<file path="config.mk">
export PLATFORM = sky130hd
export DESIGN_NAME = pipe_ctrl
export DESIGN_NICKNAME = d
export VERILOG_FILES = /design/src/rtl/pipe_ctrl_pkg.sv /design/src/rtl/pipe_ctrl_hold_cnt.sv /design/src/rtl/pipe_ctrl.sv
export SDC_FILE = /design/constraint.sdc
export NUM_CORES = 1
export LEC_CHECK = 0
export ABC_AREA = 1
export CORE_MARGIN = 4
export CORE_UTILIZATION = 41
export DETAILED_ROUTE_END_ITERATION = 7
export PLACE_DENSITY = 0.83
export SLEW_MARGIN = 20
export SYNTH_ARGS = -nofsm -noshare
export SYNTH_HDL_FRONTEND = slang
export SYNTH_SLANG_ARGS = --single-unit
export TNS_END_PERCENT = 1
</file>
<file path="constraint.sdc">
create_clock -name clk -period 4.7 [get_ports clk]
set_input_delay 0.94 -clock clk [delete_from_list [all_inputs] [get_ports clk]]
set_output_delay 0.94 -clock clk [all_outputs]
set_load 0.1 [all_outputs]
</file>
<file path="src/rtl/pipe_ctrl_pkg.sv">
// pipe_ctrl_pkg -- shared definitions for the pipeline stall/flush controller.
//   CTRL_WIDTH          : default number of pipeline stages
//   STG_PC .. STG_WB    : stage index constants (stage 0 is the PC stage)
//   state_t             : controller state, encoded {hold active, flush pending}
//   RST_ENABLE / STOP   : active level of reset and of a stall bit
package pipe_ctrl_pkg;

  localparam int CTRL_WIDTH = 6;

  localparam int STG_PC  = 0;
  localparam int STG_IF  = 1;
  localparam int STG_ID  = 2;
  localparam int STG_EX  = 3;
  localparam int STG_MEM = 4;
  localparam int STG_WB  = 5;

  localparam logic RST_ENABLE = 1'b1;
  localparam logic STOP       = 1'b1;

  typedef enum logic [1:0] {
    RUN       = 2'b00,
    PEND      = 2'b01,
    HOLD      = 2'b10,
    HOLD_PEND = 2'b11
  } state_t;

endpackage

</file>
<file path="src/rtl/pipe_ctrl_hold_cnt.sv">
// hold_cnt -- multi-cycle hold down counter with owning-stage register.
//   clk, rst     : clock, synchronous active-high reset
//   load         : hold pulse (ignored when load_cyc == 0)
//   load_cyc     : hold length in cycles, the load cycle counting as the first
//   load_stage   : stage that owns the hold
//   active       : a hold is in force this cycle (includes the load cycle)
//   active_nxt   : a hold will still be in force next cycle
//   stage        : owning stage this cycle (max-merged with a new load)
module hold_cnt
  import pipe_ctrl_pkg::*;
#(
  parameter int CNT_W = 4,
  parameter int SW    = 3
) (
  input  logic             clk,
  input  logic             rst,
  input  logic             load,
  input  logic [CNT_W-1:0] load_cyc,
  input  logic [SW-1:0]    load_stage,
  output logic             active,
  output logic             active_nxt,
  output logic [SW-1:0]    stage
);

  // cnt_q = cycles of hold left, counting the current cycle; 0 means idle.
  logic [CNT_W-1:0] cnt_q;
  logic [CNT_W-1:0] cnt_eff;
  logic [SW-1:0]    stg_q;
  logic             take;

  assign take = load && (load_cyc != '0);

  // NOTE: every always_comb output gets a default first so no path can infer a latch.
  always_comb begin
    cnt_eff = cnt_q;
    stage   = stg_q;
    if (take) begin
      if (load_cyc > cnt_q) cnt_eff = load_cyc;
      // A new hold on an idle counter takes its stage outright; on a live
      // hold the deeper (higher-index) owner wins.
      if (cnt_q == '0 || load_stage > stg_q) stage = load_stage;
    end
  end

  assign active     = (cnt_eff != '0);
  assign active_nxt = (cnt_eff > CNT_W'(1));

  // NOTE: sequential state uses non-blocking assignments so all registers update together at the edge.
  always_ff @(posedge clk) begin
    // NOTE: only control state is reset; nothing here is a memory array.
    if (rst == RST_ENABLE) begin
      cnt_q <= '0;
      stg_q <= '0;
    end else begin
      cnt_q <= active ? (cnt_eff - CNT_W'(1)) : '0;
      stg_q <= stage;
    end
  end

endmodule

</file>
<file path="src/rtl/pipe_ctrl.sv">
// pipe_ctrl -- pipeline stall / flush controller.
//   clk, rst              : clock, synchronous active-high reset
//   req[NSTAGE]           : level stall request per stage
//   hold_vld/stage/cyc    : one-cycle pulse starting a multi-cycle stall
//   flush_req/flush_stage : one-cycle redirect pulse and resolving stage
//   stall[NSTAGE]         : per-stage stall (stage i stalls when any stage >= i asks)
//   flush[NSTAGE]         : per-stage bubble insert, one-cycle pulse
//   busy                  : a hold or a pending flush is active
//   stall_cnt, flush_cnt  : performance counters, live only when
//                           PIPE_CTRL_PERF_EN is defined, otherwise tied to 0
// A flush is emitted only when no stage at or beyond the flush target is
// stalling; otherwise it waits as pending (deepest target kept).
module pipe_ctrl
  import pipe_ctrl_pkg::*;
#(
  parameter int NSTAGE = CTRL_WIDTH,
  parameter int CNT_W  = 4
) (
  input  logic                      clk,
  input  logic                      rst,
  input  logic [NSTAGE-1:0]         req,
  input  logic                      hold_vld,
  input  logic [$clog2(NSTAGE)-1:0] hold_stage,
  input  logic [CNT_W-1:0]          hold_cyc,
  input  logic                      flush_req,
  input  logic [$clog2(NSTAGE)-1:0] flush_stage,
  output logic [NSTAGE-1:0]         stall,
  output logic [NSTAGE-1:0]         flush,
  output logic                      busy,
  output logic [31:0]               stall_cnt,
  output logic [31:0]               flush_cnt
);

  localparam int SW = $clog2(NSTAGE);

  state_t          state_q, state_d;
  logic [SW-1:0]   pend_stg_q, pend_stg_d;
  logic            pend_q, pend_nxt;

  logic            hold_act, hold_act_nxt;
  logic [SW-1:0]   hold_stg;

  logic [NSTAGE-1:0] eff_req;
  logic [NSTAGE-1:0] stall_base;
  logic [NSTAGE-1:0] low_mask;
  logic [SW-1:0]     flush_tgt;
  logic              has_flush, blocked, emit_raw, emit;

  hold_cnt #(
    .CNT_W (CNT_W),
    .SW    (SW)
  ) u_hold_cnt (
    .clk        (clk),
    .rst        (rst),
    .load       (hold_vld),
    .load_cyc   (hold_cyc),
    .load_stage (hold_stage),
    .active     (hold_act),
    .active_nxt (hold_act_nxt),
    .stage      (hold_stg)
  );

  assign pend_q = (state_q == PEND) || (state_q == HOLD_PEND);

  always_comb begin
    logic acc;
    eff_req    = req;
    stall_base = '0;
    low_mask   = '0;
    acc        = 1'b0;

    for (int i = 0; i < NSTAGE; i++) begin
      if (hold_act && hold_stg == SW'(i)) eff_req[i] = 1'b1;
    end

    // Stage i stalls when it or any later stage requests: suffix OR.
    for (int i = NSTAGE - 1; i >= 0; i--) begin
      acc = acc | eff_req[i];
      if (acc) stall_base[i] = STOP;
    end

    has_flush = flush_req || pend_q;
    flush_tgt = flush_stage;
    if (pend_q) begin
      flush_tgt = (flush_req && flush_stage > pend_stg_q) ? flush_stage : pend_stg_q;
    end

    for (int j = 0; j < NSTAGE; j++) begin
      low_mask[j] = (j < int'(flush_tgt));
    end

    // Any request at or beyond the target means the highest request k >= f.
    blocked  = |(eff_req & ~low_mask);
    emit_raw = has_flush && !blocked;
    emit     = emit_raw && (rst != RST_ENABLE);

    pend_nxt   = has_flush && !emit_raw;
    pend_stg_d = pend_nxt ? flush_tgt : pend_stg_q;
    state_d    = state_t'({hold_act_nxt, pend_nxt});

    stall = '0;
    flush = '0;
    busy  = 1'b0;
    if (rst != RST_ENABLE) begin
      stall = emit ? (stall_base & ~low_mask) : stall_base;
      if (emit) begin
        flush         = low_mask;
        flush[STG_PC] = 1'b0;
      end
      busy = (state_q != RUN) || hold_vld || (flush_req && !emit_raw);
    end
  end

  always_ff @(posedge clk) begin
    if (rst == RST_ENABLE) begin
      state_q    <= RUN;
      pend_stg_q <= '0;
    end else begin
      state_q    <= state_d;
      pend_stg_q <= pend_stg_d;
    end
  end

`ifdef PIPE_CTRL_PERF_EN
  logic [31:0] stall_cnt_q, flush_cnt_q;

  always_ff @(posedge clk) begin
    if (rst == RST_ENABLE) begin
      stall_cnt_q <= '0;
      flush_cnt_q <= '0;
    end else begin
      if (stall != '0 && stall_cnt_q != 32'hFFFF_FFFF) stall_cnt_q <= stall_cnt_q + 32'd1;
      // flush_stage 0 emits no bits but is still a redirect worth counting.
      if (emit && flush_cnt_q != 32'hFFFF_FFFF) flush_cnt_q <= flush_cnt_q + 32'd1;
    end
  end

  assign stall_cnt = stall_cnt_q;
  assign flush_cnt = flush_cnt_q;
`else
  assign stall_cnt = '0;
  assign flush_cnt = '0;
`endif

endmodule
</file>
Yosys cells after proc, flatten, opt, wreduce, memory -nomap -nowiden
Index checks and enable logic that the tools add are counted.
- flip-flop bits (word level): 12
- logic and storage cells: 81
- add/sub/neg operators: 1
- reduce and logical (&&, ||, !) cells: 26
- order comparisons: 10
- bitwise gates (word level): 10
- multiplexer cells: 23
- equality and inequality tests: 7
- operators with widths (operator ; count):
    6-bit two-way mux ; 4
    1-bit two-way mux ; 13
    6-bit AND ; 2
    1-bit logical AND ; 12
    3-bit two-way mux ; 4
    4-bit two-way mux ; 2
    4-bit nonzero test ; 2
    3-bit by 2-bit equality test with 1-bit output (second input constant) ; 2
    3-bit equality test (second input constant) ; 2
    3-bit greater-than comparator ; 2
    1-bit by 3-bit less-than comparator with 1-bit output (first input constant) ; 2
    2-bit by 3-bit less-than comparator with 1-bit output (first input constant) ; 2
    3-bit less-than comparator (first input constant) ; 2
    6-bit inverter ; 1
    6-bit OR reduction ; 1
    1-bit logical OR ; 5
    1-bit OR ; 5
    4-bit by 1-bit greater-than comparator with 1-bit output (second input constant) ; 1
    4-bit greater-than comparator ; 1
    4-bit logical NOT ; 1
    4-bit by 1-bit subtractor with 4-bit output (second input constant) ; 1
    3-bit by 1-bit equality test with 1-bit output (second input constant) ; 1
    3-bit logical NOT ; 1
    2-bit by 1-bit equality test with 1-bit output (second input constant) ; 1
    other kinds (5) ; 7

Logic depth before layout (Yosys ltp)
Gate-level depths: netlist of run 1.
- depth after elaboration: 16
- mapped depth: 21

Modules after synthesis
A second synthesis of run 1 with hierarchy kept.
- cells, all modules: 288
- area total of the unflattened synthesis: 1828.0 µm²
- by module, submodules not included (module ; times used ; area an instance (µm²) ; cells an instance):
    pipe_ctrl ; 1 ; 1177.4 ; 188
    hold_cnt ; 1 ; 650.6 ; 100

Least setup slack after synthesis of run 1
No wires, ideal clock.
- path type: input -> output
- from: in hold_cyc[3]
- to: out flush[1]
- cell stages on the path: 15
- required time: 3.760 ns
- path slack: -0.313 ns
- arrival time: 4.073 ns
- path through: ha_1 -> nand2_2 -> nor2_4 -> nor2_8 -> nand2_4 -> o21ai_0 -> ha_1 -> nand3_4 -> nand3_2 -> nand2_2 -> nand2_2 -> nand2_4 -> nor2_8 -> nand4_4 -> nor2_1
- word-level cells in the longest chain between the ends: 13
- elaborated cells on any way between the ends: 32
- RTL lines (item ; RTL line ; RTL):
    start, declared ; pipe_ctrl.sv:24 ; input logic [CNT_W-1:0] hold_cyc,
    4-bit greater-than comparator or 4-bit nonzero test (tied branches) ; pipe_ctrl_hold_cnt.sv:38, pipe_ctrl_hold_cnt.sv:31 ;
    4-bit two-way mux or 1-bit logical AND (tied branches) ; pipe_ctrl_hold_cnt.sv:38, pipe_ctrl_hold_cnt.sv:31 ;
    4-bit two-way mux or 3-bit two-way mux (tied branches) ; pipe_ctrl_hold_cnt.sv:37 ; if (take) begin
    4-bit nonzero test, or another cell as far along ; pipe_ctrl_hold_cnt.sv:45 ; assign active = (cnt_eff != '0);
    1-bit logical AND ; pipe_ctrl.sv:73 ; if (hold_act && hold_stg == SW'(i)) eff_req[i] = 1'b1;
    1-bit two-way mux ; pipe_ctrl.sv:73 ;
    6-bit AND (*) ; pipe_ctrl.sv:93 ; blocked = |(eff_req & ~low_mask);
    6-bit OR reduction (*) ; pipe_ctrl.sv:93 ;
    1-bit logical NOT (*) ; pipe_ctrl.sv:94 ; emit_raw = has_flush && !blocked;
    1-bit logical AND (*) ; pipe_ctrl.sv:94 ;
    1-bit logical AND (*) ; pipe_ctrl.sv:95 ; emit = emit_raw && (rst != RST_ENABLE);
    6-bit two-way mux (*) ; pipe_ctrl.sv:106 ; if (emit) begin
    6-bit two-way mux (*) ; pipe_ctrl.sv:104 ; if (rst != RST_ENABLE) begin
    end, declared ; pipe_ctrl.sv:28 ; output logic [NSTAGE-1:0] flush,
Every way passes the cells marked *; elsewhere a longest branch is shown, timed or not.

Final worst setup path of run 1
- from: in hold_cyc[2]
- to: out stall[0]
- word-level cells in the longest chain between the ends: 15
- elaborated cells on any way between the ends: 39
- RTL lines (item ; RTL line ; RTL):
    4-bit greater-than comparator or 4-bit nonzero test (tied branches) ; pipe_ctrl_hold_cnt.sv:38, pipe_ctrl_hold_cnt.sv:31 ;
    4-bit two-way mux or 1-bit logical AND (tied branches) ; pipe_ctrl_hold_cnt.sv:38, pipe_ctrl_hold_cnt.sv:31 ;
    4-bit two-way mux or 3-bit two-way mux (tied branches) ; pipe_ctrl_hold_cnt.sv:37 ;
    4-bit nonzero test or 3-bit equality test (tied branches) ; pipe_ctrl_hold_cnt.sv:45, pipe_ctrl.sv:73 ;
    1-bit logical AND ; pipe_ctrl.sv:73 ;
    1-bit two-way mux ; pipe_ctrl.sv:73 ;
    1-bit OR (5 in a row) ; pipe_ctrl.sv:78 ; acc = acc | eff_req[i];
    1-bit two-way mux ; pipe_ctrl.sv:79 ; if (acc) stall_base[i] = STOP;
    6-bit AND ; pipe_ctrl.sv:105 ; stall = emit ? (stall_base & ~low_mask) : stall_base;
    6-bit two-way mux (*) ; pipe_ctrl.sv:105 ;
    6-bit two-way mux (*) ; pipe_ctrl.sv:104 ;
    end, declared ; pipe_ctrl.sv:27 ; output logic [NSTAGE-1:0] stall,
Marked as above.

==> results of run 1 <==
[kinds of logic after synthesis]
| group | synth area share [%] |
|---|---|
| AOI/OAI and AO/OA | 7.27 |
| xor gates and xnor gates | 0.467 |
| adders and majority gates | 8.67 |
| buffers and inverters | 33.0 |
| DFF | 12.8 |
| other | 0.200 |
| and+or+nand+nor | 37.6 |
[repair_timing]
item / CTS / global route
gates resized for setup: 10 / 26
pin swaps: 0 / 11
endpoints found under the hold margin: 0 / 0
hold buffers: 0 / 0
setup endpoints to repair: 10 / 12
buffers inserted: 0 / 5
[tightest hold or removal path, cell delays in order (launching register included)]
cell and delay [ns]:
dfxtp_1 0.33, a21oi_1 0.04, nor2_1 0.09
[synth_stat cells, types with 3 or more instances]
cell type	count	area (sq um)
nand3_2	3	30.0
nand2_2	20	125
nor3_2	4	40.0
inv_1	29	109
buf_4	65	488
nand2_1	38	143
nor2_1	24	90.1
nand2_4	6	67.6
nor2_2	3	18.8
o21ai_1	4	20.0
ha_1	13	163
dfxtp_1	12	240
nand3_1	13	65.1
inv_2	5	18.8
a21oi_1	7	35.0
[area by class of cell]
type / count / area, sq um / area share, %
multi-input cells: 220 / 1390 / 57.8
flip-flops and latches: 12 / 240 / 9.96
clock buffers: 4 / 55.1 / 2.28
repair buffers: 43 / 529 / 22.0
well taps: 52 / 65.1 / 2.70
inverters: 34 / 128 / 5.29
[cell usage in the layout (no fill, tap or decap), drive strengths merged, types with 3 or more instances in the layout]
cell type       n
conb           65
nand2          64
inv            34
nor2           31
buf            24
clkdlybuf4s50  17
nand3          17
ha             13
dfxtp          12
a21oi           8
o21ai           8
nor3            5
clkbuf          4
o21bai          3
[through the flow]
| step | cell area, sq um | power (uW) |
|---|---|---|
| 2_1_floorplan | 2120 | 858 |
| 3_3_place_gp | 2170 | 954 |
| 4_1_cts | 2250 | 1100 |
| 3_5_place_dp | 2170 | 975 |
| 6_report | 2410 | 1170 |
| 5_1_grt | 2410 | 1250 |
[registers in the layout (all words and copies together), names as in the netlist]
| signal | cells |
|---|---|
| pend_stg_q | 3 |
| u_hold_cnt.stg_q | 3 |
| u_hold_cnt.cnt_q | 4 |
| state_q | 2 |
[power by group through the flow]
stage	registers [uW]	clock network (uW)	logic, uW
final	146	111	917
after global routing	148	119	979
after CTS	145	113	842
after detailed placement	147	0	827
after global placement	147	0	807
after floorplan	144	0	714
[metal layers]
metal / vias to the layer above / track usage [%] / routed length [um]
met5: - / 0 / 0
met4: 0 / 3.50 / 27
met2: 57 / 25.1 / 2430
li1: 794 / - / -
met1: 713 / 13.9 / 1390
met3: 4 / 2.90 / 339
[path summary, 6_finish.rpt]
kind	from	end	slack [ns]	depth (start not counted)
hold reg to reg	pend_stg_q[1]	pend_stg_q[1]	0.50	2
setup reg to reg	u_hold_cnt.cnt_q[3]	pend_stg_q[0]	2.08	19
hold / removal	pend_stg_q[1]	pend_stg_q[1]	0.50	2
setup / recovery	hold_cyc[2]	stall[0]	0.09	19
==> flow_summary_export.csv, run 1 <==
group,metric,value,unit
placed_design,portBuffers,31,
die,ios,97,
yosys,synth_edf_count,0,
route,via_per_inst,4.30,
yosys,ys_seq_area_share,12.8,%
power,seqPwrFrac,12.4,%
timing,max_freq,217,MHz
timing,relSlewSlack,59.8,%
die,die_area,0.00572,sq mm
status,status,"finished clean",
yosys,synth_warnings,0,
cts,clk_latency,0.24,ns
setup_path,path_class,"primary input to output pin",
yosys,syn_inst,268,
placed_design,place.gp.congestion,0.870,
setup_path,crit_chain,"clkdlybuf4s50_1, ha_1, nand2_2, nor2_4, nor2_8, nand2_4, nand2_1, o21ai_2, ha_2, nand3_4, nand3_2, nand2_2, nor2_2, nand2_2, nor3_2, nand2_1, nand2_2, nor2_2, buf_12",
yosys,syn-mean-instance-area,7.00,sq um
setup_path,start_kind,"primary input",
cts,cts_buffers,3,
timing,layout_min_cycle_time,4.61,ns
timing,tns,0,ns
yosys,ys_ff_latch,12,
setup_path,crit_family,"simple AND/OR/NAND/NOR gates",
setup_path,crit_top_cell,"nand2_2",
power,power_switching,709,uW
route,first_iter_violations,87,
cts,path_clk_slew,0.05,ns
placed_design,dp.cells,356,
layout,drive_gt1_share,33.2,%
die,rows,24,
route,drt_first_pass_iters,6,
timing,skew,0.00269,ns
route,antenna_left,0,
setup_path,critPathBufInv,2,
layout,antenna_cells,0,
timing,worst_slew_pin_slew,0.601,ns
setup_path,critPathMaxStageDelay,0.43,ns
yosys,async_flop_share,0,%
layout,syn2layout_area_growth,28.5,%
die,die_w,75.7,um
timing,finalSetupViolations,0,
power,clockPowerShare,9.4,%
yosys,synth-main-ff-cell,"dfxtp_1",
global_routing,grt_pass1_wl,5770,um
cts,clockBufferDepth,2,
power,power.density,487,mW/mm^2
global_routing,antenna_found_initial,0,
cts,htree_levels,1,
power,leakagePower,0.00123,uW
route,drt-wirelength-per-cell,11.5,um
setup_path,worstPathRequired,3.76,ns
placed_design,dpl.hpwl,3220,um
placed_design,pre_cts_slack,-0.0953,ns
power,internal-power,464,uW
layout,instances_no_fill,365,
cts,cts_tree,"built",
global_routing,grt_max_degree,13,
die,coreArea,0.00438,sq mm
timing,setup_ws,0.0937,ns
power,ir_worst_vdd,0.219,mV
layout,fillerInstances,369,
route,drc,0,
yosys,yosysUniqueCellTypes,33,
power,pwr-share-comb,78.1,%
timing,hold_slack,0.497,ns
timing,finalHoldViolCount,0,
layout,final_core_utilization,55.0,%
power,netSwitchingFraction,60.5,%
worst_hold_path,hold_path.class,"flop to flop",
global_routing,first_global_vias,1369,
route,via_count,1568,
layout,fin_nets,347,
setup_path,crit_slowest_cell,"clkdlybuf4s50_1",
die,die_h,75.7,um
setup_path,path_max_fanout,5,
yosys,netlist_area,0.00188,sq mm
route,wl,4190,um
cts,clockRootBuffer,"clkbuf_8",
timing,drv_slew,0,
global_routing,grt_usage,13.0,%
cts,clkSinkCount,12,
global_routing,gr-total-overflow,0,
setup_path,critPathArrivalTime,3.67,ns
die,start_util,42.8,%
setup_path,endpoint_kind,"output pin",
flow_run,maxCapViolations,0,
timing,min_period_over_period,98.0,%
Power figures use the tool's default switching activity.
==> run 2, diff against run 1 <==
SLEW_MARGIN = unset   (was 20)
clock period = 5.1 ns   (was 4.7 ns; I/O delays follow)
==> flow_summary_export.csv, run 2 (same netlist as run 1, synthesis figures left out) <==
group,metric,value,unit
status,status,"finished clean",
setup_path,path_class,"primary input to output pin",
route,wl,3690,um
timing,relSlewSlack,66.3,%
placed_design,dpl.hpwl,3290,um
layout,drive_gt1_share,24.1,%
power,netSwitchingFraction,61.1,%
cts,clk_latency,0.24,ns
placed_design,pre_cts_slack,0.000190,ns
global_routing,first_global_vias,1354,
power,internal-power,387,uW
cts,clockBufferDepth,2,
timing,max_freq,203,MHz
route,via_per_inst,4.21,
layout,antenna_cells,0,
placed_design,place.gp.congestion,0.847,
setup_path,crit_chain,"clkdlybuf4s50_1, inv_1, ha_1, nand2_1, nor2_4, nor2_8, nand2_4, nand2_1, o21ai_2, ha_1, nand3_4, nand2_2, o21bai_2, nand2_1, nand2_1, inv_2, nand2_4, nor2_4, nor3_2, buf_12",
layout,regArea,240,sq um
power,leakagePower,0.00115,uW
cts,clockRootBuffer,"clkbuf_8",
timing,layout_min_cycle_time,4.93,ns
die,start_util,42.8,%
timing,finalSetupViolations,0,
global_routing,grt_pass1_wl,5760,um
global_routing,grt_usage,12.7,%
global_routing,grt_max_degree,13,
layout,instances_no_fill,355,
layout,fin_nets,337,
setup_path,critPathMaxStageDelay,0.53,ns
timing,worst_slew_pin_slew,0.503,ns
layout,final_cell_mix,"conb_1 (65), nand2_1 (38), inv_1 (29)",
worst_hold_path,holdPathStages,2,
route,via_count,1494,
power,power.density,453,mW/mm^2
die,coreArea,0.00438,sq mm
global_routing,gr-total-overflow,0,
die,die_h,75.7,um
global_routing,antenna_found_initial,0,
cts,htree_levels,1,
power,power_switching,609,uW
layout,largest_reg_flops,4,
timing,drv_slew,0,
timing,finalHoldViolCount,0,
cts,cts_setup_buffers,0,
route,drt_first_pass_iters,4,
timing,min_period_over_period,96.6,%
placed_design,dp.cells,351,
setup_path,path_max_fanout,9,
layout,final_common_cell,"conb_1",
route,drt-wirelength-per-cell,10.4,um
layout,reg_top3,"u_hold_cnt.cnt_q (4), pend_stg_q (3), u_hold_cnt.stg_q (3)",
layout,fillerInstances,398,
setup_path,endpoint_kind,"output pin",
layout,syn2layout_area_growth,17.1,%
layout,multi_input_area,0.00126,sq mm
die,rows,24,
route,antenna_left,0,
setup_path,start_kind,"primary input",
die,die_w,75.7,um
route,first_iter_violations,89,
timing,setup_ws,0.171,ns
cts,cts_buffers,3,
placed_design,portBuffers,31,
setup_path,worstPathRequired,4.08,ns
setup_path,crit_slowest_cell,"clkdlybuf4s50_1",
setup_path,critPathArrivalTime,3.91,ns
worst_hold_path,hold_path.class,"flop to flop",
power,seqPwrFrac,13.5,%
flow_run,maxCapViolations,0,
die,ios,97,
layout,final_core_utilization,50.1,%
layout,largest-register,"u_hold_cnt.cnt_q",
cts,cts_tree,"built",
timing,hold_slack,0.492,ns
setup_path,crit_top_cell,"nand2_1",
route,drc,0,
timing,skew,0.00340,ns
power,ir_worst_vdd,0.154,mV
cts,path_clk_slew,0.05,ns
power,pwr-share-comb,76.3,%
die,die_area,0.00572,sq mm
cts,clkSinkCount,12,
setup_path,r2r_cells,19,
power,clockPowerShare,10.2,%
[run 2: cell count changes in the layout (fill, tap and decap cells not counted), moves of 3 or more]
cell	change
nor2_2	-4
o21ai_1	+3
nor2_4	-5
nand2_1	+5
o21ai_2	-3
nand2_2	-4
ha_1	+3
buf_4	-9
nor2_1	+9
[run 2: path summary, 6_finish.rpt]
check	startpoint	endpoint	slack [ns]
setup / recovery	hold_cyc[0]	stall[2]	0.17
hold / removal	pend_stg_q[1]	pend_stg_q[1]	0.49
setup reg to reg	u_hold_cnt.cnt_q[2]	pend_stg_q[0]	2.59
hold reg to reg	pend_stg_q[1]	pend_stg_q[1]	0.49
[run 2: metal layers]
layer	vias up	track usage [%]	part of all wire [%]
li1	774	-	-
met1	652	14.2	38
met2	61	23.6	52
met3	7	3.69	9.1
met4	0	2.72	1.2
met5	-	0	0
[run 2: layout make-up]
class | instances | area share (%)
clock buffer | 4 | 2.50
multi-input combinational | 220 | 57.5
timing repair buffer | 33 | 20.3
sequential | 12 | 10.9
inverter | 34 | 5.81
tap | 52 | 2.96
[run 2: power groups by stage]
stage	clock network (uW)	logic [uW]	registers (uW)
floorplan	0	658	133
global placement	0	729	136
detailed placement	0	754	136
CTS	104	757	134
global route	111	821	137
finish	102	760	134
[run 2: critical path, delay by kind of cell]
family | cells | cell delay, ns
adder cells (fa/ha/maj) | 2 | 0.52
AND/OR/NAND/NOR | 12 | 1.21
buffers and inverters | 4 | 0.87
AO/OA/AOI/OAI | 2 | 0.27
[run 2: timing repair]
action / 4_1_cts / 5_1_grt
hold buffers: 0 / 0
setup endpoints to repair: 3 / 12
resized for setup: 1 / 3
gates cloned: 0 / 0
[run 2: stage by stage]
| step | power [uW] | setup TNS (ns) | area [sq um] |
|---|---|---|---|
| after floorplan | 791 | -0.363 | 2120 |
| after global placement | 865 | 0 | 2140 |
| after detailed placement | 891 | 0 | 2140 |
| after CTS | 996 | 0 | 2190 |
| after global routing | 1070 | -0.0487 | 2200 |
| final | 996 | 0 | 2200 |
